File: src/rtl/mesm6_intc_pkg.sv
// Shared definitions for the MESM-6 interrupt controller: register map,
// FSM state encoding and vector width.
package mesm6_intc_pkg;

  localparam int VEC_W = 6;

  localparam logic [2:0] ADDR_PEND  = 3'o0;
  localparam logic [2:0] ADDR_MASK  = 3'o1;
  localparam logic [2:0] ADDR_INSVC = 3'o2;
  localparam logic [2:0] ADDR_VEC   = 3'o3;
  localparam logic [2:0] ADDR_EOI   = 3'o4;

  typedef enum logic [1:0] {
    IDLE    = 2'd0,
    REQ     = 2'd1,
    SERVICE = 2'd2
  } intc_state_t;

endpackage

File: src/rtl/mesm6_prio_enc.sv
// Lowest-set-bit priority encoder: reports whether any bit is set and the
// index of the lowest one.
module mesm6_prio_enc
  import mesm6_intc_pkg::*;
#(
  parameter int NIRQ = 8
) (
  input  logic [NIRQ-1:0]  req,
  output logic             found,
  output logic [VEC_W-1:0] idx
);

  // Scan from the top down so the lowest set bit is the last one written.
  always_comb begin
    found = 1'b0;
    idx   = '0;
    for (int i = NIRQ - 1; i >= 0; i--) begin
      if (req[i]) begin
        found = 1'b1;
        idx   = VEC_W'(i);
      end
    end
  end

endmodule

File: src/rtl/mesm6_intc.sv
// MESM-6 interrupt controller: pending/mask/in-service registers, a
// lowest-index-wins request to the CPU and an ack/EOI handshake.
// Build option: define MESM6_INTC_EDGE_EN for rising-edge capture of the
// sources; without it PEND simply tracks the registered source levels.
//
// state   | meaning
// IDLE    | no request outstanding, waiting for an unmasked pending source
// REQ     | cpu_irq asserted, cpu_vector frozen, waiting for ack
// SERVICE | interrupt acknowledged, INSVC set, waiting for EOI write
module mesm6_intc
  import mesm6_intc_pkg::*;
#(
  parameter int NIRQ = 8
) (
  input  logic             clk,
  input  logic             reset,
  input  logic [NIRQ-1:0]  irq_src,
  output logic             cpu_irq,
  output logic [VEC_W-1:0] cpu_vector,
  input  logic             cpu_ack,
  input  logic [14:0]      intc_addr,
  input  logic             intc_read,
  input  logic             intc_write,
  output logic [47:0]      intc_rdata,
  input  logic [47:0]      intc_wdata,
  output logic             intc_done
);

  intc_state_t      state;
  logic [NIRQ-1:0]  src_q;
  logic [NIRQ-1:0]  pend;
  logic [NIRQ-1:0]  mask;
  logic [NIRQ-1:0]  insvc;
  logic [NIRQ-1:0]  vec_onehot;
  logic [NIRQ-1:0]  wdata_n;
  logic             win_found;
  logic [VEC_W-1:0] win_idx;
  logic             vec_live;
  logic             wr_mask;
  logic             wr_eoi;
  logic             unused_bits;

  assign wdata_n     = intc_wdata[NIRQ-1:0];
  assign wr_mask     = intc_write && (intc_addr[2:0] == ADDR_MASK);
  assign wr_eoi      = intc_write && (intc_addr[2:0] == ADDR_EOI);
  assign unused_bits = ^{intc_addr[14:3], intc_wdata};

  mesm6_prio_enc #(.NIRQ(NIRQ)) u_prio (
    .req   (pend & mask),
    .found (win_found),
    .idx   (win_idx)
  );

  // Decode the latched vector so it can address PEND/INSVC bitwise.
  always_comb begin
    vec_onehot = '0;
    for (int i = 0; i < NIRQ; i++) begin
      vec_onehot[i] = (cpu_vector == VEC_W'(i));
    end
  end

  assign vec_live = |(pend & mask & vec_onehot);

  // Register the raw request lines once before they reach PEND.
  always_ff @(posedge clk) begin
    if (reset) src_q <= '0;
    else       src_q <= irq_src;
  end

`ifdef MESM6_INTC_EDGE_EN
  logic [NIRQ-1:0] prev_q;
  logic [NIRQ-1:0] rise;
  logic [NIRQ-1:0] w1c;
  logic [NIRQ-1:0] ack_clr;

  assign rise    = src_q & ~prev_q;
  assign w1c     = (intc_write && (intc_addr[2:0] == ADDR_PEND)) ? wdata_n : '0;
  assign ack_clr = (state == REQ && cpu_ack) ? vec_onehot : '0;

  // Edge capture; a new rising edge wins over a same-cycle clear.
  always_ff @(posedge clk) begin
    if (reset) begin
      prev_q <= '0;
      pend   <= '0;
    end else begin
      prev_q <= src_q;
      pend   <= (pend & ~w1c & ~ack_clr) | rise;
    end
  end
`else
  // Level mode: PEND mirrors the registered sources; W1C and ack do nothing.
  always_ff @(posedge clk) begin
    if (reset) pend <= '0;
    else       pend <= src_q;
  end
`endif

  // Mask register and the zero-wait-state bus completion strobe.
  always_ff @(posedge clk) begin
    if (reset) begin
      mask      <= '0;
      intc_done <= 1'b0;
    end else begin
      if (wr_mask) mask <= wdata_n;
      intc_done <= intc_read | intc_write;
    end
  end

  // Request/ack/EOI sequencing; cpu_irq, cpu_vector and INSVC are registered here.
  always_ff @(posedge clk) begin
    if (reset) begin
      state      <= IDLE;
      cpu_irq    <= 1'b0;
      cpu_vector <= '0;
      insvc      <= '0;
    end else begin
      case (state)
        IDLE: begin
          if (win_found && insvc == '0) begin
            cpu_vector <= win_idx;
            cpu_irq    <= 1'b1;
            state      <= REQ;
          end
        end
        REQ: begin
          if (cpu_ack) begin
            insvc   <= vec_onehot;
            cpu_irq <= 1'b0;
            state   <= SERVICE;
          end else if (!vec_live) begin
            cpu_irq <= 1'b0;
            state   <= IDLE;
          end
        end
        SERVICE: begin
          if (wr_eoi) begin
            insvc <= '0;
            state <= IDLE;
          end
        end
        default: begin
          cpu_irq <= 1'b0;
          state   <= IDLE;
        end
      endcase
    end
  end

  // Read mux; registers narrower than the bus are zero-extended.
  always_comb begin
    logic [47:0] pend_x;
    logic [47:0] mask_x;
    logic [47:0] insvc_x;
    pend_x              = '0;
    mask_x              = '0;
    insvc_x             = '0;
    pend_x[NIRQ-1:0]    = pend;
    mask_x[NIRQ-1:0]    = mask;
    insvc_x[NIRQ-1:0]   = insvc;
    intc_rdata          = '0;
    case (intc_addr[2:0])
      ADDR_PEND:  intc_rdata = pend_x;
      ADDR_MASK:  intc_rdata = mask_x;
      ADDR_INSVC: intc_rdata = insvc_x;
      ADDR_VEC:   intc_rdata = {cpu_irq, {(48-VEC_W-1){1'b0}}, cpu_vector};
      default:    intc_rdata = '0;
    endcase
  end

endmodule

File: config.mk
export PLATFORM = sky130hd
export DESIGN_NAME = mesm6_intc
export DESIGN_NICKNAME = d
export VERILOG_FILES = /design/src/rtl/mesm6_intc_pkg.sv /design/src/rtl/mesm6_prio_enc.sv /design/src/rtl/mesm6_intc.sv
export SDC_FILE = /design/constraint.sdc
export NUM_CORES = 1
export LEC_CHECK = 0
export ABC_AREA = 1
export BUFFER_PORTS_ARGS = -buffer_cell sky130_fd_sc_hd__buf_2
export CAP_MARGIN = 30
export CELL_PAD_IN_SITES_DETAIL_PLACEMENT = 2
export CELL_PAD_IN_SITES_GLOBAL_PLACEMENT = 2
export CORE_AREA = 3 3 106 108
export DETAILED_ROUTE_END_ITERATION = 8
export DIE_AREA = 0 0 109 111
export PLACE_DENSITY = 0.88
export SYNTH_ARGS = -nofsm -noshare
export SYNTH_HDL_FRONTEND = slang
export SYNTH_SLANG_ARGS = --single-unit
File: constraint.sdc
create_clock -name clk -period 1.55 [get_ports clk]
set_input_delay 0.0775 -clock clk [delete_from_list [all_inputs] [get_ports clk]]
set_output_delay 0.0775 -clock clk [all_outputs]
set_load 0.005 [all_outputs]
==> flow_summary.ini <==
[critical_path]
crit_path_end_kind = flip-flop
r2r_setup_slack_ns = 0.05
critPathLaunchType = flip-flop
cp_max_fo = 4
timing.rr.start = pend[7]$_SDFF_PP0_
crit_type = flip-flop to flip-flop
reg2reg_depth = 10
r2r-end = cpu_vector[2]$_SDFFE_PP0P_
critPathMaxStageDelay_ns = 0.38
cp.arrival_ns = 1.74
path_cells = nand2_2 -> nand2_2 -> nor2_1 -> nand2_1 -> nand2_1 -> a21boi_2 -> nand3_4 -> nand2_1 -> inv_1 -> nor2_1
cp.required_ns = 1.79
critPathMostFrequentCell = nand2_1
crit_path_top_delay_cell = dfxtp_1

[clocking]
cts_tree = done
root_buffer = clkbuf_8
clk_pin_slew_worst_paths_ns = 0.09
htree_levels = 2
cts.sinks = 39
clk_latency_ns = 0.30
cts_buffers = 5
clockBufferDepth = 2

[layout]
diodes = 0
syn_to_final_growth_pct = 25.3
utilization = 0.264
fin_nets = 440
nFillCells = 1242
layout-drive-gt1-share = 0.282

[outcome]
status = finished clean

[synth]
synth_top_family_by_area = simple AND/OR/NAND/NOR gates
syn_area_um2 = 2170
synth_area_leaders = dfxtp_1, buf_4, nand2_1, nor2_1, inv_1
synth.avg_cell_area_um2 = 7.11
postSynthCellCount = 306
synthArstFlopShare = 0
synth_top_area_frac = 0.359
yosysSeqAreaShare = 0.359
synth-main-ff-cell = dfxtp_1
synth-simple-area-share = 0.265
synth-edff-count = 0
synth_top_area_cell = dfxtp_1
yosysWarnings = 0
yosysMostFrequentCell = nand2_1
synth_xor_area_frac = 0
ys_top_cells_by_count = nand2_1, nor2_1, buf_4, dfxtp_1, inv_1
synth_compound_area_frac = 0.126
synthMuxAreaShare = 0
synth-seq-cells = 39
synth_cell_types = 35
synthAdderAreaFrac = 0

[sta]
hold_ws_ns = 0.00376
setup-violations-final = 0
fin_ws_ns = 0.0531
clock.fmax_mhz = 668
post-route-period-util = 0.966
slew_viol_final = 0
hold_viol = 0
post-route-min-period_ns = 1.50
fin_worst_skew_ns = 0.00847

[worst_hold_path]
hp-start = intc_read
holdCritPathClass = primary input to flip-flop
whs_path_depth = 3
hold_end = intc_done$_SDFF_PP0_

[detailed_routing]
wl_per_cell_um = 14.6
postRouteWirelength_um = 7300
dr_total_vias = 2061
dr.pass1.iters = 4
drt_iter0_markers = 129
ant_nets = 0
drc_errors = 0
vias_per_cell = 4.11

[floorplanning]
std_cell_rows = 37
initial_utilization = 0.211
die_w_um = 109
die-area_um2 = 12100
die_h_um = 111
ios = 132
core_um2 = 10300

[pwr]
peakVddDrop_uv = 303
power_density_nw_per_um2 = 984
leakage_nw = 1.37

[placement]
dpl_worst_slack_ns = 0.00980
dp_hpwl_um = 5440
portBuffers = 37
gp_congestion = 0.805

[global_route]
grt_max_degree = 28
first_global_vias = 2204
grt_first_pass_wirelength_um = 11200
grt_use_total = 0.118
overflow = 0
antenna_found_initial = 0

[job]
cap_violations = 0
report_power, final:
group          switching (mW)  leakage [nW]  internal, mW
clock                   0.400        0.0644         0.642
sequential             0.0561         0.325          1.07
combinational           0.316         0.984         0.198
total                   0.773          1.37          1.91
cell type report:
cell class,instances,area [um^2],area share
Multi-Input combinational cell,216,1070,0.391
Sequential cell,39,801,0.294
Timing Repair Buffer,59,375,0.138
Inverter,43,176,0.0647
Tap cell,136,170,0.0624
Clock buffer,5,68.8,0.0253
Clock inverter,3,67.6,0.0248
worst max-delay path, delay by kind of cell, from the launching register on:
| kind | cells | cell delay [ns] |
|---|---|---|
| AOI/OAI and AO/OA | 1 | 0.23 |
| buffers and inverters | 1 | 0.04 |
| DFF | 1 | 0.38 |
| and+or+nand+nor | 8 | 0.79 |
routing by layer:
metal | wire length, um | up-vias | track usage
met5 | 0 | - | 0
met4 | 162 | 0 | 0.0412
met3 | 391 | 12 | 0.0285
met2 | 3960 | 63 | 0.214
met1 | 2790 | 999 | 0.132
li1 | - | 987 | -
layout by cell type (no fill, tap or decap), types with 2 or more instances in the layout:
master and instances:
nand2_1 50, a211oi_2 4, a221o_1 2, inv_2 3
a31oi_1 3, buf_4 12, conb_1 42, dlygate4sd3_1 10
inv_1 38, dfxtp_4 2, nand4_1 5, o22ai_1 2
clkbuf_8 5, nor2_2 7, a21oi_1 9, buf_2 37
o21ai_0 11, dfxtp_2 10, nor2_4 3, dfxtp_1 27
bufinv_16 2, o211ai_1 2, nand2_2 7, nor2_1 45
nand3_1 13
logic make-up after synthesis:
logic type | Yosys count
DFF | 39
other | 1
AOI/OAI and AO/OA | 38
buffers and inverters | 92
and+or+nand+nor | 136
registers in the layout, summed over array words and instances, names as in the netlist:
register and cells:
pend 8, cpu_irq 1, intc_done 1, mask 8
src_q 8, cpu_vector 3, insvc 8, state 2
stage by stage:
stage / cell area [um^2] / instances / setup TNS (ns) / total power, mW
after global routing: 2730 / 501 / -0.182 / 2.83
after CTS: 2640 / 499 / 0 / 2.65
after global placement: 2400 / 481 / 0 / 1.55
final: 2730 / 501 / 0 / 2.68
after floorplan: 2330 / 347 / 0 / 1.48
after detailed placement: 2400 / 481 / 0 / 1.58
how the worst max path moves through the flow:
| stage | startpoint | endpoint | slack, ns | cells after the start |
|---|---|---|---|---|
| 2_1_floorplan | cpu_vector[2]$_SDFFE_PP0P_ | cpu_vector[0]$_SDFFE_PP0P_ | 0.23 | 12 |
| 3_3_place_gp | cpu_vector[0]$_SDFFE_PP0P_ | cpu_vector[0]$_SDFFE_PP0P_ | 0.12 | 11 |
| 3_5_place_dp | cpu_vector[2]$_SDFFE_PP0P_ | cpu_vector[0]$_SDFFE_PP0P_ | 0.01 | 11 |
| 4_1_cts | mask[4]$_SDFFE_PP0P_ | cpu_vector[0]$_SDFFE_PP0P_ | 0.01 | 10 |
| 5_1_grt | pend[7]$_SDFF_PP0_ | cpu_vector[0]$_SDFFE_PP0P_ | -0.07 | 10 |
| 6_report | pend[7]$_SDFF_PP0_ | cpu_vector[2]$_SDFFE_PP0P_ | 0.05 | 10 |
what timing repair did:
action,in CTS,in global routing
setup endpoints to repair,4,11
gates cloned,0,0
resized for setup,4,28
hold endpoints to repair,10,0
pin swaps,0,4
setup buffers,0,2
hold buffers,10,0
Power figures use the tool's default switching activity.
